$ cat config.mk
export PLATFORM = sky130hd
export DESIGN_NAME = sad_min_search
export DESIGN_NICKNAME = d
export VERILOG_FILES = /design/src/rtl/sad_pkg.sv /design/src/rtl/sad_accumulator.sv /design/src/rtl/sad_min_search.sv
export SDC_FILE = /design/constraint.sdc
export NUM_CORES = 1
export LEC_CHECK = 0
export ABC_AREA = 1
export BUFFER_PORTS_ARGS = -buffer_cell sky130_fd_sc_hd__buf_2
export CAP_MARGIN = 20
export CORE_MARGIN = 2
export CORE_UTILIZATION = 45
export CTS_BUF_LIST = sky130_fd_sc_hd__clkbuf_8
export DETAILED_ROUTE_END_ITERATION = 8
export GPL_ROUTABILITY_DRIVEN = 0
export PLACE_DENSITY_LB_ADDON = 0.2
export SLEW_MARGIN = 10
export SYNTH_ARGS = -nofsm -noshare
export SYNTH_HDL_FRONTEND = slang
export SYNTH_HIERARCHICAL = 1
export SYNTH_SLANG_ARGS = --single-unit
$ cat constraint.sdc
create_clock -name clk -period 8.3 [get_ports clk]
set_input_delay 2.075 -clock clk [delete_from_list [all_inputs] [get_ports clk]]
set_output_delay 2.075 -clock clk [all_outputs]
set_load 0.005 [all_outputs]
$ cat src/rtl/sad_pkg.sv
// Shared definitions for the full-search SAD engine.
//   - Pixel / SAD widths and block size.
//   - SAD_INIT: starting value of the running minimum (larger than any real SAD).
//   - state_t: FSM state encoding used by sad_min_search.
//   - abs_diff: |a - b| of two unsigned pixels, using a 9-bit signed difference.
package sad_pkg;

    localparam int PIX_W        = 8;
    localparam int SAD_W        = 16;
    localparam int BLOCK_PIXELS = 256;

    localparam logic [SAD_W-1:0] SAD_INIT = 16'hFFFF;

    typedef enum logic [2:0] {
        ST_IDLE      = 3'd0,
        ST_WAIT_FULL = 3'd1,
        ST_READ      = 3'd2,
        ST_DRAIN     = 3'd3,
        ST_COMPARE   = 3'd4,
        ST_DONE      = 3'd5
    } state_t;

    function automatic logic [PIX_W-1:0] abs_diff(input logic [PIX_W-1:0] a,
                                                  input logic [PIX_W-1:0] b);
        logic [PIX_W:0] diff;
        logic [PIX_W:0] neg;
        diff = {1'b0, a} - {1'b0, b};
        neg  = -diff;
        // The sign bit of the 9-bit difference selects the magnitude; the
        // magnitude always fits in 8 bits.
        return diff[PIX_W] ? neg[PIX_W-1:0] : diff[PIX_W-1:0];
    endfunction

endpackage

$ cat src/rtl/sad_accumulator.sv
// Per-candidate SAD accumulator.
// Ports:
//   clk, rst        clock / synchronous active-high reset
//   pv              a valid pixel pair is present on pix_cur / pix_ref
//   clear           zero the accumulator and the reject flag
//   pix_cur/pix_ref current-frame and reference-frame pixels
//   limit           early-termination threshold (running minimum SAD)
//   acc             registered accumulated SAD
//   acc_next        value acc takes at the next edge (lets the top capture the
//                   final SAD on the same edge the last pixel is added)
//   reject          candidate was frozen by early termination
// Build option: define SAD_EARLY_TERM_EN to freeze the accumulation once it
// reaches limit; otherwise every pixel is always accumulated.
module sad_accumulator
    import sad_pkg::*;
(
    input  logic             clk,
    input  logic             rst,
    input  logic             pv,
    input  logic             clear,
    input  logic [PIX_W-1:0] pix_cur,
    input  logic [PIX_W-1:0] pix_ref,
    input  logic [SAD_W-1:0] limit,
    output logic [SAD_W-1:0] acc,
    output logic [SAD_W-1:0] acc_next,
    output logic             reject
);

    logic [SAD_W-1:0] acc_reg;
    logic             reject_reg;
    logic             reject_next;
    logic             freeze;

`ifdef SAD_EARLY_TERM_EN
    // Once the partial SAD can no longer beat the minimum it stops growing.
    // The first candidate sees limit = SAD_INIT, above any reachable SAD.
    assign freeze = reject_reg || (acc_reg >= limit);
`else
    logic unused_limit;
    assign unused_limit = ^limit;
    assign freeze       = 1'b0;
`endif

    always_comb begin
        acc_next    = acc_reg;
        reject_next = reject_reg;
        if (clear) begin
            acc_next    = '0;
            reject_next = 1'b0;
        end else if (pv) begin
            if (freeze) begin
                reject_next = 1'b1;
            end else begin
                acc_next = acc_reg + SAD_W'(abs_diff(pix_cur, pix_ref));
            end
        end
    end

    always_ff @(posedge clk) begin
        if (rst) begin
            acc_reg    <= '0;
            reject_reg <= 1'b0;
        end else begin
            acc_reg    <= acc_next;
            reject_reg <= reject_next;
        end
    end

    assign acc    = acc_reg;
    assign reject = reject_reg;

endmodule

$ cat src/rtl/sad_min_search.sv
// Full-search SAD engine: for each of NUM_CAND candidates, waits for both
// pixel FIFOs to be full, drains 256 pixel pairs, accumulates the SAD and
// keeps the minimum SAD and the index of the candidate that produced it.
// Ports:
//   clk, rst               clock / synchronous active-high reset
//   start                  pulse; begins a search when idle
//   full_1, full_2         FIFO full flags (current / reference)
//   data_out_1, data_out_2 FIFO read data, valid the cycle after rd
//   rd_1, rd_2             FIFO read strobes (identical)
//   busy                   search in progress
//   cand_sad, cand_valid   SAD of the last completed candidate + pulse
//   sad_min, best_idx      running minimum SAD and its candidate index
//   done                   pulse after the last candidate is compared
// Build option: SAD_EARLY_TERM_EN (see sad_accumulator).
module sad_min_search
    import sad_pkg::*;
#(
    parameter int NUM_CAND = 289,
    parameter int CAND_W   = 9
) (
    input  logic              clk,
    input  logic              rst,
    input  logic              start,
    input  logic              full_1,
    input  logic              full_2,
    input  logic [PIX_W-1:0]  data_out_1,
    input  logic [PIX_W-1:0]  data_out_2,
    output logic              rd_1,
    output logic              rd_2,
    output logic              busy,
    output logic [SAD_W-1:0]  cand_sad,
    output logic              cand_valid,
    output logic [SAD_W-1:0]  sad_min,
    output logic [CAND_W-1:0] best_idx,
    output logic              done
);

    localparam logic [CAND_W-1:0] LAST_CAND = CAND_W'(NUM_CAND - 1);

    state_t            state_reg, state_next;
    logic [7:0]        pix_cnt_reg;
    logic [CAND_W-1:0] cand_idx_reg;
    logic              pv_reg;
    logic              rd_reg, busy_reg, cand_valid_reg, done_reg;
    logic              rd_next, busy_next, cand_valid_next, done_next;
    logic [SAD_W-1:0]  cand_sad_reg;
    logic [SAD_W-1:0]  sad_min_reg;
    logic [CAND_W-1:0] best_idx_reg;

    logic [SAD_W-1:0]  acc;
    logic [SAD_W-1:0]  acc_next;
    logic              reject;
    logic              accept_start;

    assign accept_start = (state_reg == ST_IDLE) && start;

    // ---------------- state register ----------------
    always_ff @(posedge clk) begin
        if (rst) begin
            state_reg <= ST_IDLE;
        end else begin
            state_reg <= state_next;
        end
    end

    // ---------------- next-state logic ----------------
    always_comb begin
        state_next = state_reg;
        case (state_reg)
            ST_IDLE:      if (start) state_next = ST_WAIT_FULL;
            ST_WAIT_FULL: if (full_1 && full_2) state_next = ST_READ;
            // The pixel counter wraps 255 -> 0 as READ ends: 256 reads, no gaps.
            ST_READ:      if (pix_cnt_reg == 8'd255) state_next = ST_DRAIN;
            ST_DRAIN:     state_next = ST_COMPARE;
            ST_COMPARE:   state_next = (cand_idx_reg == LAST_CAND) ? ST_DONE : ST_WAIT_FULL;
            ST_DONE:      state_next = ST_IDLE;
            default:      state_next = ST_IDLE;
        endcase
    end

    // ---------------- output logic ----------------
    // Decoded from the next state so every strobe comes straight from a flop.
    always_comb begin
        rd_next         = (state_next == ST_READ);
        busy_next       = (state_next != ST_IDLE);
        cand_valid_next = (state_next == ST_COMPARE);
        done_next       = (state_next == ST_DONE);
    end

    always_ff @(posedge clk) begin
        if (rst) begin
            rd_reg         <= 1'b0;
            busy_reg       <= 1'b0;
            cand_valid_reg <= 1'b0;
            done_reg       <= 1'b0;
        end else begin
            rd_reg         <= rd_next;
            busy_reg       <= busy_next;
            cand_valid_reg <= cand_valid_next;
            done_reg       <= done_next;
        end
    end

    // ---------------- counters and minimum tracking ----------------
    always_ff @(posedge clk) begin
        if (rst) begin
            pix_cnt_reg  <= '0;
            cand_idx_reg <= '0;
            pv_reg       <= 1'b0;
            cand_sad_reg <= '0;
            sad_min_reg  <= SAD_INIT;
            best_idx_reg <= '0;
        end else begin
            pv_reg      <= rd_reg;
            pix_cnt_reg <= (state_reg == ST_READ) ? pix_cnt_reg + 8'd1 : 8'd0;

            if (accept_start) begin
                cand_idx_reg <= '0;
                sad_min_reg  <= SAD_INIT;
                best_idx_reg <= '0;
            end

            // The last pixel is added on the DRAIN edge; capture the total on
            // that same edge so cand_sad is valid together with cand_valid.
            if (state_reg == ST_DRAIN) begin
                cand_sad_reg <= acc_next;
            end

            if (state_reg == ST_COMPARE) begin
                // Strict compare: ties keep the earlier candidate.
                if (!reject && (acc < sad_min_reg)) begin
                    sad_min_reg  <= acc;
                    best_idx_reg <= cand_idx_reg;
                end
                if (cand_idx_reg != LAST_CAND) begin
                    cand_idx_reg <= cand_idx_reg + 1'b1;
                end
            end
        end
    end

    sad_accumulator u_acc (
        .clk      (clk),
        .rst      (rst),
        .pv       (pv_reg),
        .clear    (state_reg == ST_WAIT_FULL),
        .pix_cur  (data_out_1),
        .pix_ref  (data_out_2),
        .limit    (sad_min_reg),
        .acc      (acc),
        .acc_next (acc_next),
        .reject   (reject)
    );

    assign rd_1       = rd_reg;
    assign rd_2       = rd_reg;
    assign busy       = busy_reg;
    assign cand_sad   = cand_sad_reg;
    assign cand_valid = cand_valid_reg;
    assign sad_min    = sad_min_reg;
    assign best_idx   = best_idx_reg;
    assign done       = done_reg;

endmodule

==> flow_summary_export.csv <==
group,metric,value,unit
run_status,status,"complete, no violations",
floorplanning,dieArea,12300,sq um
routing,drt_iter0_drc,198,
timing,tns,0,ps
floorplanning,ioPinCount,67,
logic_synthesis,synthCells,768,
cts,postCtsResizedCells,0,
run,drv_cap,0,
power,pwr_density_cell,149,nW/um^2
timing,skew,13.6,ps
timing,min_period,4810,ps
min_path,worstHoldStart,"pix_cnt_reg[0]",
global_route,grt_pass1_wl,20.3,mm
cts,cts_tree,"yes",
routing,routed_via_density,4.96,
cts,clock_sinks,82,
power,power,0.856,mW
timing,rsz0062_at_grt,"false",
routing,avgRoutedWirePerCell,11.8,um
cts,cts_buffers,9,
critical_path,worst_ep_arrival_time,5080,ps
logic_synthesis,synth_cell_types,47,
logic_synthesis,syn_area_per_cell,6.72,sq um
critical_path,r2r_cells,12,
min_path,hold_path.class,"reg -> reg",
floorplanning,die_h,111,um
logic_synthesis,ys_seq_elements,82,
power,leakage,3.07,nW
cts,path_clk_slew,90,ps
logic_synthesis,yosys_warnings,6,
cts,htree_levels,3,
routing,dr_wl_met3,369,um
cells_and_area,drive_above_1_share,15.3,%
cells_and_area,final_cell_mix,"nand2_1, inv_1, nor2_1",
timing,hold_violations,0,
timing,tightest_slew,721,ps
logic_synthesis,synthArstFlopShare,0,%
timing,setup_viol,0,
cells_and_area,fill_cells,1180,
floorplanning,rows,39,
timing,fmax,208,MHz
critical_path,cp-start-kind,"input port",
cts,clk_latency,380,ps
timing,period_share,57.9,%
routing,firstDrtPassIters,5,
routing,wl_met1,5.44,mm
cells_and_area,finalNonFillerCells,971,
floorplanning,die_x,111,um
timing,drv_slew,0,
critical_path,critPathCaptureType,"flip-flop",
placement,portBuffers,66,
routing,vias,4818,
logic_synthesis,syn_nets,828,
cells_and_area,synthToLayoutAreaGrowth,11.3,%
global_route,antenna_found_initial,0,
critical_path,rr_startpoint,"u_acc/acc[0]",
cells_and_area,multi_input_area,2860,sq um
min_path,worstHoldEndpoint,"pix_cnt_reg[0]",
routing,met2_length,5.50,mm
global_route,grt_pass1_vias,4666,
critical_path,ff2ff_setup_slack,6060,ps
placement,place_area,5530,sq um
logic_synthesis,synth_top_area_share,31.8,%
cts,cts_setup_buffers,0,
global_route,grt_use_total,19.8,%
global_route,grt_max_degree,36,
placement,dpl.hpwl,8.69,mm
placement,dp_cells,955,
critical_path,reg2reg_to,"cand_sad[10]",
logic_synthesis,ys_top_cells_by_area,"dfxtp_1, nand2_1, inv_1, ha_1, nand3_1",
logic_synthesis,ys_seq_area_share,31.8,%
logic_synthesis,synth_top_area_cell,"dfxtp_1",
cells_and_area,fin_area,5740,sq um
cts,ctsHoldBuffers,0,
routing,ant_nets,0,
cells_and_area,final_common_cell,"nand2_1",
cts,cts_root_buf,"clkbuf_8",
routing,drc,0,
global_route,grt-ovfl-total,0,
routing,top_layer,"met4",
cts,clock_path_buffers,2,
cells_and_area,n_antenna_cell,0,
timing,maxSlewHeadroom,51.9,%
logic_synthesis,synth_edf_count,0,
cells_and_area,fin_nets,883,
critical_path,crit_path_max_fanout,8,
logic_synthesis,syn_area,5160,sq um
floorplanning,start_util,45.6,%
routing,finalWirelength,11.5,mm
power,max-vdd-ir-drop,0.0824,mV
critical_path,required,8580,ps
min_path,hold_depth,1,
floorplanning,core,11300,sq um
critical_path,critPathKind,"in -> reg",
cells_and_area,seqCellArea,1640,sq um
logic_synthesis,ys.flop_type,"dfxtp_1",
-- synthesized netlist by cell type (all sizes together), types with 3 or more instances --
master	instances
nand2	173
buf	17
nor2	103
a31oi	3
o21ai	29
dfxtp	82
clkbuf	8
a21oi	32
inv	128
nand3	87
or2	9
xnor2	4
nor3	18
nor4	4
ha	37
nand4	10
o21bai	3
o21a	3
-- critical path: stages --
cell     delay, ps
buf_2           70
inv_1           40
ha_1           180
inv_1          100
fa_1           440
inv_1           90
nand2_1         80
nor2_4         120
nand3_2        100
nor2_4         110
nand3_2         80
nand2_1         70
nand2_1         40
nand2_1         60
inv_1           70
ha_1           310
nand2_1        100
inv_1           40
a22oi_1        180
nand3_2        190
nand3_1        120
nand2_1         80
nand3_2         80
inv_1           50
o21ai_0        150
nor2_1          60
-- area by class of cell --
class | count | share of cell area (%)
Clock buffer | 11 | 2.64
Clock inverter | 5 | 1.05
Inverter | 130 | 8.54
Multi-Input combinational cell | 530 | 49.8
Sequential cell | 82 | 28.6
Tap cell | 143 | 3.11
Timing Repair Buffer | 70 | 6.27
-- through the flow --
step           hold WS (ps)  setup WS (ps)  utilization, %
5_1_grt                 480           3170            50.7
6_report                459           3490            50.7
3_5_place_dp            448           3100            48.9
3_3_place_gp            429           3110            48.9
4_1_cts                 461           3470            50.7
2_1_floorplan           418           3530               -
-- power by group --
group	switching (mW)	internal, mW	total, mW
clock	0.157	0.157	0.314
sequential	0.00310	0.397	0.400
combinational	0.0905	0.0515	0.142
-- metal layers --
layer | vias to the layer above | GRT usage [%]
met5 | - | 0
met4 | 0 | 6.58
met3 | 15 | 4.43
met2 | 63 | 33.6
met1 | 2190 | 24.9
li1 | 2550 | -
-- worst max-delay path by stage --
stage              endpoint     startpoint  slack, ps
6_report       cand_sad[13]  data_out_1[0]       3490
5_1_grt         cand_sad[7]  data_out_1[0]       3170
4_1_cts         cand_sad[8]  data_out_1[0]       3470
3_3_place_gp    cand_sad[8]  data_out_1[0]       3110
2_1_floorplan  cand_sad[15]  data_out_1[0]       3530
3_5_place_dp    cand_sad[9]  data_out_1[0]       3100
-- kinds of logic (layout without fill, tap and decap cells) --
kind of cell / count (synthesis) / after routing / share of synthesized area (%)
buf+inv: 156 / 216 / 12.7
simple gates: 406 / 406 / 35.7
other cells: 1 / 1 / 0.0727
compound gates: 78 / 78 / 8.95
flops: 82 / 82 / 31.8
fa+ha+maj: 39 / 39 / 9.75
xor+xnor: 6 / 6 / 1.02
Note: power is estimated with default switching activity, not from simulation.
